==> src/rtl/poly_horner_mac.sv <==
// Single-MAC polynomial evaluator: result = sum(coef[k] * x^k), k = 0..deg, by Horner's rule.
// One multiply-accumulate per enabled cycle; valid/ready on both sides; sticky per-job overflow.
module poly_horner_mac #(
  parameter int DATA_W  = 8,
  parameter int MAX_DEG = 4,
  parameter int RES_W   = 16,
  localparam int DEG_W  = $clog2(MAX_DEG + 1)
) (
  input  logic                          clk,
  input  logic                          reset,
  input  logic                          enable,
  input  logic                          in_valid,
  output logic                          in_ready,
  input  logic [DATA_W-1:0]             in_x,
  input  logic [DEG_W-1:0]              in_deg,
  input  logic [(MAX_DEG+1)*DATA_W-1:0] in_coef,
  output logic                          out_valid,
  input  logic                          out_ready,
  output logic [RES_W-1:0]              result,
  output logic                          overflow
);

  localparam int FULL_W = RES_W + DATA_W + 1;
  localparam logic [DEG_W-1:0] MAX_DEG_D = DEG_W'(MAX_DEG);

  localparam logic [1:0] S_IDLE = 2'd0;
  localparam logic [1:0] S_MAC  = 2'd1;
  localparam logic [1:0] S_DONE = 2'd2;

  logic [1:0]        state;
  logic [RES_W-1:0]  acc;
  logic [DEG_W-1:0]  cnt;
  logic [DEG_W-1:0]  cnt_m1;
  logic [DATA_W-1:0] x_r;
  logic [DATA_W-1:0] coef_r  [MAX_DEG+1];
  logic [DATA_W-1:0] coef_in [MAX_DEG+1];
  logic              ovf_acc;

  logic [DEG_W-1:0]  deg_clamp;
  logic [DATA_W-1:0] coef_top;
  logic              accept;
  logic [FULL_W-1:0] mac_full;
  logic [RES_W-1:0]  mac_res;
  logic              mac_ovf;

  for (genvar k = 0; k <= MAX_DEG; k++) begin : g_unpack
    assign coef_in[k] = in_coef[k*DATA_W +: DATA_W];
  end

  assign in_ready  = enable & ((state == S_IDLE) | ((state == S_DONE) & out_ready));
  assign accept    = in_valid & in_ready;
  assign out_valid = (state == S_DONE);

  assign deg_clamp = (in_deg > MAX_DEG_D) ? MAX_DEG_D : in_deg;
  assign coef_top  = coef_in[deg_clamp];
  assign cnt_m1    = cnt - DEG_W'(1);

  // Full-precision step: the sum cannot exceed FULL_W bits, so any set bit above RES_W is a true overflow.
  assign mac_full = FULL_W'(acc) * FULL_W'(x_r) + FULL_W'(coef_r[cnt_m1]);
  assign mac_res  = mac_full[RES_W-1:0];
  assign mac_ovf  = |mac_full[FULL_W-1:RES_W];

  always_ff @(posedge clk or posedge reset) begin
    if (reset) begin
      state    <= S_IDLE;
      acc      <= '0;
      cnt      <= '0;
      x_r      <= '0;
      ovf_acc  <= 1'b0;
      result   <= '0;
      overflow <= 1'b0;
      for (int k = 0; k <= MAX_DEG; k++) coef_r[k] <= '0;
    end else if (enable) begin
      if (accept) begin
        x_r     <= in_x;
        acc     <= RES_W'(coef_top);
        cnt     <= deg_clamp;
        ovf_acc <= 1'b0;
        for (int k = 0; k <= MAX_DEG; k++) coef_r[k] <= coef_in[k];
        if (deg_clamp == '0) begin
          state    <= S_DONE;
          result   <= RES_W'(coef_in[0]);
          overflow <= 1'b0;
        end else begin
          state <= S_MAC;
        end
      end else begin
        case (state)
          S_MAC: begin
            acc     <= mac_res;
            ovf_acc <= ovf_acc | mac_ovf;
            cnt     <= cnt_m1;
            if (cnt == DEG_W'(1)) begin
              state    <= S_DONE;
              result   <= mac_res;
              overflow <= ovf_acc | mac_ovf;
            end
          end
          S_DONE: begin
            if (out_ready) state <= S_IDLE;
          end
          default: state <= S_IDLE;
        endcase
      end
    end
  end

endmodule

==> config.mk <==
export PLATFORM = sky130hd
export DESIGN_NAME = poly_horner_mac
export DESIGN_NICKNAME = d
export VERILOG_FILES = /design/src/rtl/poly_horner_mac.sv
export SDC_FILE = /design/constraint.sdc
export NUM_CORES = 1
export LEC_CHECK = 0
export CAP_MARGIN = 20
export CORE_ASPECT_RATIO = 1.4
export CORE_MARGIN = 2
export CORE_UTILIZATION = 60
export CTS_CLUSTER_SIZE = 10
export DETAILED_ROUTE_END_ITERATION = 7
export HOLD_SLACK_MARGIN = 0.02
export PLACE_DENSITY = 0.81
export SYNTH_ARGS = -nofsm -noshare
export SYNTH_HDL_FRONTEND = slang
export SYNTH_SLANG_ARGS = --single-unit
==> constraint.sdc <==
create_clock -name clk -period 8 [get_ports clk]
set_input_delay 1.6 -clock clk [delete_from_list [all_inputs] [get_ports clk]]
set_output_delay 1.6 -clock clk [all_outputs]
set_load 0.02 [all_outputs]
==> flow_summary.toml <==
[setup_path]
end_kind = "flop"
path_cells = "buf_4 > inv_1 > ha_1 > xor2_1 > buf_4 > nand2_1 > a21oi_1 > a31o_2 > a21oi_1 > fa_1 > inv_1 > fa_1 > fa_1 > fa_1 > ha_1 > a211oi_2 > o21bai_1 > o2111ai_2 > a21oi_1 > or4_4 > a2111oi_4 > a21oi_2"
cp.required_ns = 8.22
max_stage_delay_ns = 0.58
crit_path_frequent_cell = "fa_1"
worst_path_max_delay_cell = "fa_1"
r2r_setup_slack_ns = 1.48
ff2ff_path_depth = 22
r2r-end = "overflow"
r2r_start = "cnt[0]"
crit_type = "reg -> reg"
worstPathArrival_ns = 6.74
worstPathMaxFanout = 17
critPathLaunchType = "flop"

[flow_run]
maxCapViolations = 0

[yosys]
ys_warn_count = 0
synth_fp_nets = 1260
synthMuxAreaShare = 0.03033
synthArstFlopShare = 1.000
netlist_instances = 1054
synth_xor_area_frac = 0.01376
synthDistinctLibCells = 63
synth_area_leaders = "dfrtp_1, fa_1, nand2_1, ha_1, and2_1"
synth_top_family_by_area = "adder cells"
ys_seq_area_frac = 0.2443
yosys.area.top_type = "dfrtp_1"
synth_ff_type = "dfrtp_1"
syn_avg_cell_area_um2 = 8.453
synth-adder-area-share = 0.2882
netlist.area_leader.share = 0.2443
synth_enable_flop_cells = 0
synthSimpleGateAreaFrac = 0.2163
synth-compound-area-share = 0.1248
ys_seq_elements = 87
synth_area_um2 = 8910

[cts]
cts_setup_buffers = 0
htree_levels = 3
cts-root-buf = "clkbuf_16"
path_clk_slew_ns = 0.07
ctsLongestPathBuffers = 2
cts_buffers = 9
cts_sinks = 87
cts_tree = "done"
hold_buffers = 0
cts_resized = 0
insertion_delay_ns = 0.35

[sta]
finalHoldViolations = 0
worst_slew_pin_slew_ns = 0.8155
fin_worst_skew_ns = 0.008961
period_needed_ns = 6.522
fmax_ghz = 0.1533
max_slew_margin = 0.4564
setup_violations = 0
rsz0062_at_grt = "false"
fin_tns_setup_ns = 0
worst_hold_slack_ns = 0.4776
min_period_over_period = 0.8153
report.final.slew_viol_count = 0

[floorplanning]
core_um2 = 14510
die_h_um = 148.2
io_pins = 75
fp-row-count = 52
die_x_um = 107.0
die_area_um2 = 15850
start_util = 0.6141

[worst_hold_path]
min_path_cells = 2
min_path_type = "reg -> reg"
min_to = "coef_r[14]"
min_from = "coef_r[14]"

[global_routing]
grt_use_total = 0.3187
grt_pass1_vias = 7760
grt_max_degree = 74
grt-ovfl-total = 0
antenna_found_initial = 0
grt_pass1_wl_mm = 38.94

[route]
num_vias = 7409
routedWlPerCell_um = 18.53
drt_iter0_markers = 470
routed_wirelength_mm = 23.88
drtPass1Iterations = 5
detail-route-antenna-nets = 0
drc = 0
via_per_inst = 5.748

[place]
io_buffers = 74
hpwl_mm = 18.38
place.gp.congestion = 0.9708
dp.cells = 1272

[layout]
diodes = 0
regArea_um2 = 2177
multi_input_area_um2 = 6007
area_delta_synth_final_pct = 12.84
nNetsFinal = 1301
final_common_cell = "nand2_1"
final_layout_size_suffix_gt1_frac = 0.04727
fill_cells = 1149
final_cell_mix = "nand2_1, inv_1, fa_1, and2_1, dfrtp_1"
finalNonFillerCells = 1289

[outcome]
status = "finished clean"
[layout make-up]
class,instances,area share
clock buffers,10,0.02377
clock inverters,6,0.009956
inverters,131,0.04904
multi-input cells,784,0.5975
flip-flops and latches,87,0.2166
well taps,189,0.02352
repair buffers,82,0.07965
[logic make-up after synthesis]
family / after synthesis
AOI/OAI and AO/OA: 175
muxes: 17
DFF: 87
xor gates and xnor gates: 14
adders and majority gates: 150
and+or+nand+nor: 428
buffers and inverters: 183
[critical path: cells and delay by family, from the launching register on]
kind / cells / cell delay, ns
simple gates: 2 / 0.52
fa+ha+maj: 6 / 2.64
xor+xnor: 1 / 0.20
buf+inv: 4 / 0.85
compound gates: 9 / 1.80
flops: 1 / 0.37
[flip-flops by register name, indices dropped and copies added (netlist names)]
name / flops
acc: 16
cnt: 3
ovf_acc: 1
coef_r: 40
state: 2
overflow: 1
result: 16
x_r: 8
[metrics by stage]
stage | worst slack (ns) | util | cell area, um2
2_1_floorplan | 2.042 | - | 8910
3_3_place_gp | 1.247 | 0.6690 | 9707
3_5_place_dp | 1.124 | 0.6690 | 9707
4_1_cts | 1.071 | 0.6924 | 10050
5_1_grt | 1.162 | 0.6929 | 10050
6_report | 1.478 | 0.6929 | 10050
[worst max-delay path by stage]
stage                     startpoint  endpoint
final                         cnt[0]  overflow
after detailed placement      cnt[0]  overflow
after global placement        cnt[0]  overflow
after CTS                     cnt[0]  overflow
after global routing          cnt[0]  overflow
after floorplan               cnt[0]  overflow
[routing by layer]
layer  up-vias  GRT usage  routed length (um)
met1      3578     0.3556                8607
met2       280     0.5869               12810
met3        87    0.03330                1001
met5         -          0                   0
met4         0     0.1766                1468
li1       3464          -                   -
[cell usage after synthesis (all sizes together) (4+ instances only)]
cell type  number
a21boi          4
xnor2           8
fa             92
nor2b           6
a21oi          62
buf             8
o211ai          5
clkbuf         44
and2           88
nor3           13
o21ai          48
a31o            6
xor2            6
ha             58
a211oi         10
nand2         286
nand4           5
dfrtp          87
inv           130
mux2i           9
a21o           10
mux4            8
nand3           6
o31ai           6
nor2           13
Power is not shown: default switching activity piles up to over one toggle a cycle in this logic, so the estimate is an artifact.
